<file path="config.mk">
export PLATFORM = sky130hd
export DESIGN_NAME = mem_arbiter
export DESIGN_NICKNAME = d
export VERILOG_FILES = /design/src/rtl/mem_arbiter_pkg.sv /design/src/rtl/mem_arbiter.sv
export SDC_FILE = /design/constraint.sdc
export NUM_CORES = 1
export LEC_CHECK = 0
export BUFFER_PORTS_ARGS = -buffer_cell sky130_fd_sc_hd__buf_2
export CAP_MARGIN = 20
export CORE_ASPECT_RATIO = 0.7
export CORE_MARGIN = 8
export CORE_UTILIZATION = 41
export CTS_CLUSTER_SIZE = 40
export DETAILED_ROUTE_END_ITERATION = 8
export PLACE_DENSITY_LB_ADDON = 0.25
export SLEW_MARGIN = 20
export SYNTH_ARGS = -nofsm -noshare
export SYNTH_HDL_FRONTEND = slang
export SYNTH_SLANG_ARGS = --single-unit
</file>
<file path="constraint.sdc">
create_clock -name clk -period 1.52 [get_ports clk]
set_clock_uncertainty 0.1 [all_clocks]
set_input_delay 0.304 -clock clk [delete_from_list [all_inputs] [get_ports clk]]
set_output_delay 0.304 -clock clk [all_outputs]
set_load 0.01 [all_outputs]
</file>
<file path="src/rtl/mem_arbiter_pkg.sv">
// Shared bus widths, byte-lane constant and arbiter state encodings.
// Imported by every file that talks to the unified memory port.
package mem_arbiter_pkg;

    localparam int RegBus      = 32;
    localparam int InstAddrBus = 32;
    localparam int InstBus     = 32;

    localparam logic [3:0] SEL_ALL = 4'b1111;

    typedef enum logic [1:0] {
        ST_IDLE      = 2'd0,
        ST_IF_BUSY   = 2'd1,
        ST_DATA_BUSY = 2'd2
    } arb_state_t;

endpackage

</file>
<file path="src/rtl/mem_arbiter.sv">
// Arbitrates core fetch and load/store onto one single-port memory, alternating under contention.
// Latency: grant registered one cycle after request, done pulses the cycle after mem_ready_i.
// Backpressure: stall_o holds the core until its done pulse; memory paces via mem_ready_i.
module mem_arbiter
    import mem_arbiter_pkg::*;
#(
    parameter int ADDR_W = InstAddrBus,
    parameter int DATA_W = RegBus
) (
    input  logic              clk,
    input  logic              rst,

    input  logic              if_req_i,
    input  logic [ADDR_W-1:0] if_addr_i,
    output logic [DATA_W-1:0] if_rdata_o,
    output logic              if_done_o,

    input  logic              data_req_i,
    input  logic              data_we_i,
    input  logic [ADDR_W-1:0] data_addr_i,
    input  logic [3:0]        data_sel_i,
    input  logic [DATA_W-1:0] data_wdata_i,
    output logic [DATA_W-1:0] data_rdata_o,
    output logic              data_done_o,

    output logic              stall_o,

    output logic              mem_req_o,
    output logic              mem_we_o,
    output logic [ADDR_W-1:0] mem_addr_o,
    output logic [3:0]        mem_sel_o,
    output logic [DATA_W-1:0] mem_wdata_o,
    input  logic [DATA_W-1:0] mem_rdata_i,
    input  logic              mem_ready_i
);

    arb_state_t state, state_nxt;
    logic       fair;
    logic       grant_if;
    logic       grant_data;
    logic       xfer_done;

    // Data wins in IDLE unless the last completed transfer was data and a fetch is waiting.
    always_comb begin
        state_nxt  = state;
        grant_if   = 1'b0;
        grant_data = 1'b0;
        xfer_done  = 1'b0;
        case (state)
            ST_IDLE: begin
                if (data_req_i && !(fair && if_req_i)) begin
                    grant_data = 1'b1;
                    state_nxt  = ST_DATA_BUSY;
                end else if (if_req_i) begin
                    grant_if  = 1'b1;
                    state_nxt = ST_IF_BUSY;
                end
            end
            ST_IF_BUSY, ST_DATA_BUSY: begin
                if (mem_ready_i) begin
                    xfer_done = 1'b1;
                    state_nxt = ST_IDLE;
                end
            end
            default: state_nxt = ST_IDLE;
        endcase
    end

    always_ff @(posedge clk or negedge rst) begin
        if (!rst) begin
            state <= ST_IDLE;
        end else begin
            state <= state_nxt;
        end
    end

    always_ff @(posedge clk or negedge rst) begin
        if (!rst) begin
            fair <= 1'b0;
        end else if (xfer_done) begin
            fair <= (state == ST_DATA_BUSY);
        end
    end

    always_ff @(posedge clk or negedge rst) begin
        if (!rst) begin
            mem_req_o    <= 1'b0;
            mem_we_o     <= 1'b0;
            mem_addr_o   <= '0;
            mem_sel_o    <= '0;
            mem_wdata_o  <= '0;
            if_rdata_o   <= '0;
            data_rdata_o <= '0;
            if_done_o    <= 1'b0;
            data_done_o  <= 1'b0;
        end else begin
            if_done_o   <= xfer_done && (state == ST_IF_BUSY);
            data_done_o <= xfer_done && (state == ST_DATA_BUSY);

            if (grant_data) begin
                mem_req_o   <= 1'b1;
                mem_we_o    <= data_we_i;
                mem_addr_o  <= data_addr_i;
                mem_sel_o   <= data_sel_i;
                mem_wdata_o <= data_wdata_i;
            end else if (grant_if) begin
                mem_req_o   <= 1'b1;
                mem_we_o    <= 1'b0;
                mem_addr_o  <= if_addr_i & ~ADDR_W'(3);
                mem_sel_o   <= SEL_ALL;
                mem_wdata_o <= '0;
            end else if (xfer_done) begin
                mem_req_o <= 1'b0;
            end

            // The registered write enable is used so a changed data_we_i cannot corrupt the capture.
            if (xfer_done && (state == ST_IF_BUSY)) begin
                if_rdata_o <= mem_rdata_i;
            end
            if (xfer_done && (state == ST_DATA_BUSY) && !mem_we_o) begin
                data_rdata_o <= mem_rdata_i;
            end
        end
    end

    assign stall_o = (if_req_i & ~if_done_o) | (data_req_i & ~data_done_o);

endmodule

</file>
==> results.cfg <==
[global_routing]
initial_antenna_violation_count = 1
grt.total_usage_pct = 19.08
number_of_global_route_vias_before_repair = 4978
largest_net_degree_at_the_start_of_global_routing = 42
grt_remaining_overflow = 0
wire_length_of_the_first_global_routing_pass_um = 26570

[floorplanning]
die_y_um = 112.4
overall_die_area_mm2 = 0.01729
io-pin-count = 275
initial_core_util_pct = 41.74
floorplan_core_area_mm2 = 0.01305
fp.dieW_um = 153.8
row_count = 35

[worst_setup_path]
ff2ff_setup_slack_ns = -0.14
cp-end-kind = flop
cp_slowest_stage_delay_ns = 0.37
reg2reg_start = state[0]
worstSetupPathType = flop to flop
worst-endpoint-arrival_ns = 1.84
timing.critical_path.cells = inv_2, buf_6, ha_4, nand3_4, buf_12, mux2_1
path_max_fanout = 15
cp.required_ns = 1.70
path_buf_inv = 3
worst_r2r_path_depth = 6
startpoint_types = flop
critical_path.top_delay_family = flip-flops
worst_path_max_delay_cell = dfrtp_1
r2r-end = if_rdata_o[22]

[finish]
filler_cell_count = 1020
multi_input_area_mm2 = 0.002210
layout_utilization_pct = 66.61
nNetsFinal = 873
layout-drive-gt1-share_pct = 60.94
area_delta_synth_final_pct = 59.55
sequential_cell_area_mm2 = 0.003478
antenna_cells_inserted = 0
finalNonFillerCells = 911

[power_and_ir_drop]
power-per-cell-area_mw_per_mm2 = 2286
max-vdd-ir-drop_mv = 1.039
p_sw_mw = 7.177
total_power_mw = 19.87
p_int_mw = 12.69
pwr-share-clk_pct = 20.2
sw_frac_of_total_pct = 36.13
combPwrFrac_pct = 46.7
p_seq_share_pct = 33.1
leakage_power_of_the_design_nw = 4.491

[outcome]
violated_checks = setup timing
status = complete, but fails checks

[drt]
first_iter_violations = 219
wl_met3_um = 1555
met1Wirelength_um = 7495
routed-via-count = 4744
route.met2.wl_um = 9391
antenna_violating_nets_post_route = 0
drt_pass1_iterations = 5
drc_violations_left = 0
maxUsedRoutingLayer = met5
avgViaCountPerCell = 5.207
post_drt_wl_per_cell_um = 20.66
finalWirelength_um = 18820

[clock_network]
path_clk_slew_ns = 0.06
clock_sink_count = 139
cts_buffers = 17
cts.path.max_buffers = 2
clock_insertion_delay_worst_skew_ns = 0.40
cts_tree = done
root_buffer = clkbuf_16
h-tree-depth = 4

[place]
routability_cong = 0.7691
place_ws_ns = -0.1898
placed_cells_incl_taps = 850
place.port_buffers = 272
dp_hpwl_um = 12080

[timing]
finalWorstPathRequiredPeriod_ns = 1.664
max_freq_mhz = 601.0
setup_repair_after_global_routing_missed_its_margin = yes
setup_violations = 133
final_critical_path_setup_slack_ns = -0.1438
report.final.slew_viol_count = 0
final-hold-violation-count = 0
worst_slew_pin_slew_ns = 0.5713
post-route-period-util_pct = 109.5
finalHoldWorstSlack_ns = 0.01581
timing.slew.headroom_pct = 61.77

[worst_hold_path]
hp-start = data_wdata_i[8]
number_of_cells_traversed_by_the_worst_hold_path = 2
worstHoldEndpoint = mem_wdata_o[8]
hold_path.class = primary input to flop

[synthesis]
syn-instance-count = 421
syn-mean-instance-area_um2 = 12.94
synth.yosys.seq_area_share_pct = 63.85
synth_cell_type_count = 24
synth_area_mm2 = 0.005448
yosys_register_bits = 139
synthesis.nets = 562
ys_warnings = 0

[flow_run]
max_cap_violations = 0
==> metrics by stage <==
stage                     TNS, ns  area, um^2
after floorplan            -1.504        5569
after global placement     -8.414        7263
after detailed placement   -13.83        7263
after CTS                  -5.456        8064
after global routing       -18.22        8692
final                      -11.48        8692
==> sequential cells by signal (all words and copies together) (netlist names) <==
register      count
data_done_o       1
data_rdata_o     32
fair              1
if_done_o         1
if_rdata_o       32
mem_addr_o       32
mem_req_o         1
mem_sel_o         4
mem_wdata_o      32
mem_we_o          1
state             2
==> logic make-up (layout without fill, tap and decap cells) <==
kind of cell	count (synthesis)	in the layout	synth area share [%]
mux	65	65	13.44
buf+inv	36	359	3.353
flops	139	139	63.85
compound gates	138	139	15.66
fa+ha+maj	3	3	0.6891
simple gates	40	40	3.009
==> repair_timing <==
| item | in CTS | in global routing |
|---|---|---|
| hold endpoints to repair | 133 | 1 |
| hold buffers | 3 | 1 |
| gates cloned | 2 | 17 |
| setup endpoints to repair | 135 | 114 |
| pin swaps | 0 | 25 |
| resized for setup | 33 | 67 |
| buffers inserted | 2 | 4 |
==> power groups by stage <==
stage	logic (mW)	clock network [mW]	registers (mW)
4_1_cts	7.67	4.08	6.49
3_3_place_gp	6.90	0	6.45
2_1_floorplan	2.98	0	7.32
5_1_grt	9.90	4.27	6.78
6_report	9.28	4.01	6.58
3_5_place_dp	7.11	0	6.48
==> area by class of cell <==
| type | count | share of cell area (%) |
|---|---|---|
| sequential | 139 | 40.02 |
| clock inverter | 13 | 1.540 |
| inverter | 5 | 0.2159 |
| multi-input combinational | 247 | 25.42 |
| tap | 166 | 2.390 |
| clock buffer | 19 | 5.096 |
| timing repair buffer | 322 | 25.32 |
==> cells in the mapped netlist, drive strengths merged <==
cell type	count	area share (%)
buf	20	2.3
clkbuf	11	0.76
a21oi	32	2.9
nand2b	1	0.11
nand2	34	2.3
ha	3	0.69
o22a	4	0.64
inv	5	0.34
o22ai	2	0.23
o21a	1	0.14
a22o	35	5.6
a21boi	1	0.21
and2	2	0.23
a21bo	1	0.18
nor2b	2	0.23
mux2	65	13
dfrtp	139	64
o21ai	62	5.7
nand3	1	0.092
==> layout by cell type, fill, tap and decap left out, types with 13 or more instances in the layout <==
cell,count
a21oi_1,21
a22o_1,35
buf_12,13
buf_2,271
buf_6,13
clkbuf_16,28
dfrtp_1,139
mux2_1,24
mux2_4,38
nand2_1,17
nand2_2,14
o21ai_1,38
o21ai_2,21
==> metal layers <==
layer / global-route usage [%] / vias up
li1: - / 2136
met3: 7.140 / 32
met2: 32.34 / 220
met1: 22.05 / 2354
met5: 0 / -
met4: 6.246 / 2
==> worst max path at each step <==
stage | slack, ns | cells past startpoint | start | endpoint
2_1_floorplan | -0.04 | 7 | state[0] | data_rdata_o[22]
3_3_place_gp | -0.15 | 5 | state[1] | if_rdata_o[30]
3_5_place_dp | -0.19 | 5 | state[1] | if_rdata_o[31]
4_1_cts | -0.13 | 6 | state[0] | if_rdata_o[16]
5_1_grt | -0.19 | 6 | state[0] | if_rdata_o[22]
6_report | -0.14 | 6 | state[0] | if_rdata_o[22]
No activity file was read; power rests on OpenSTA's default activity.
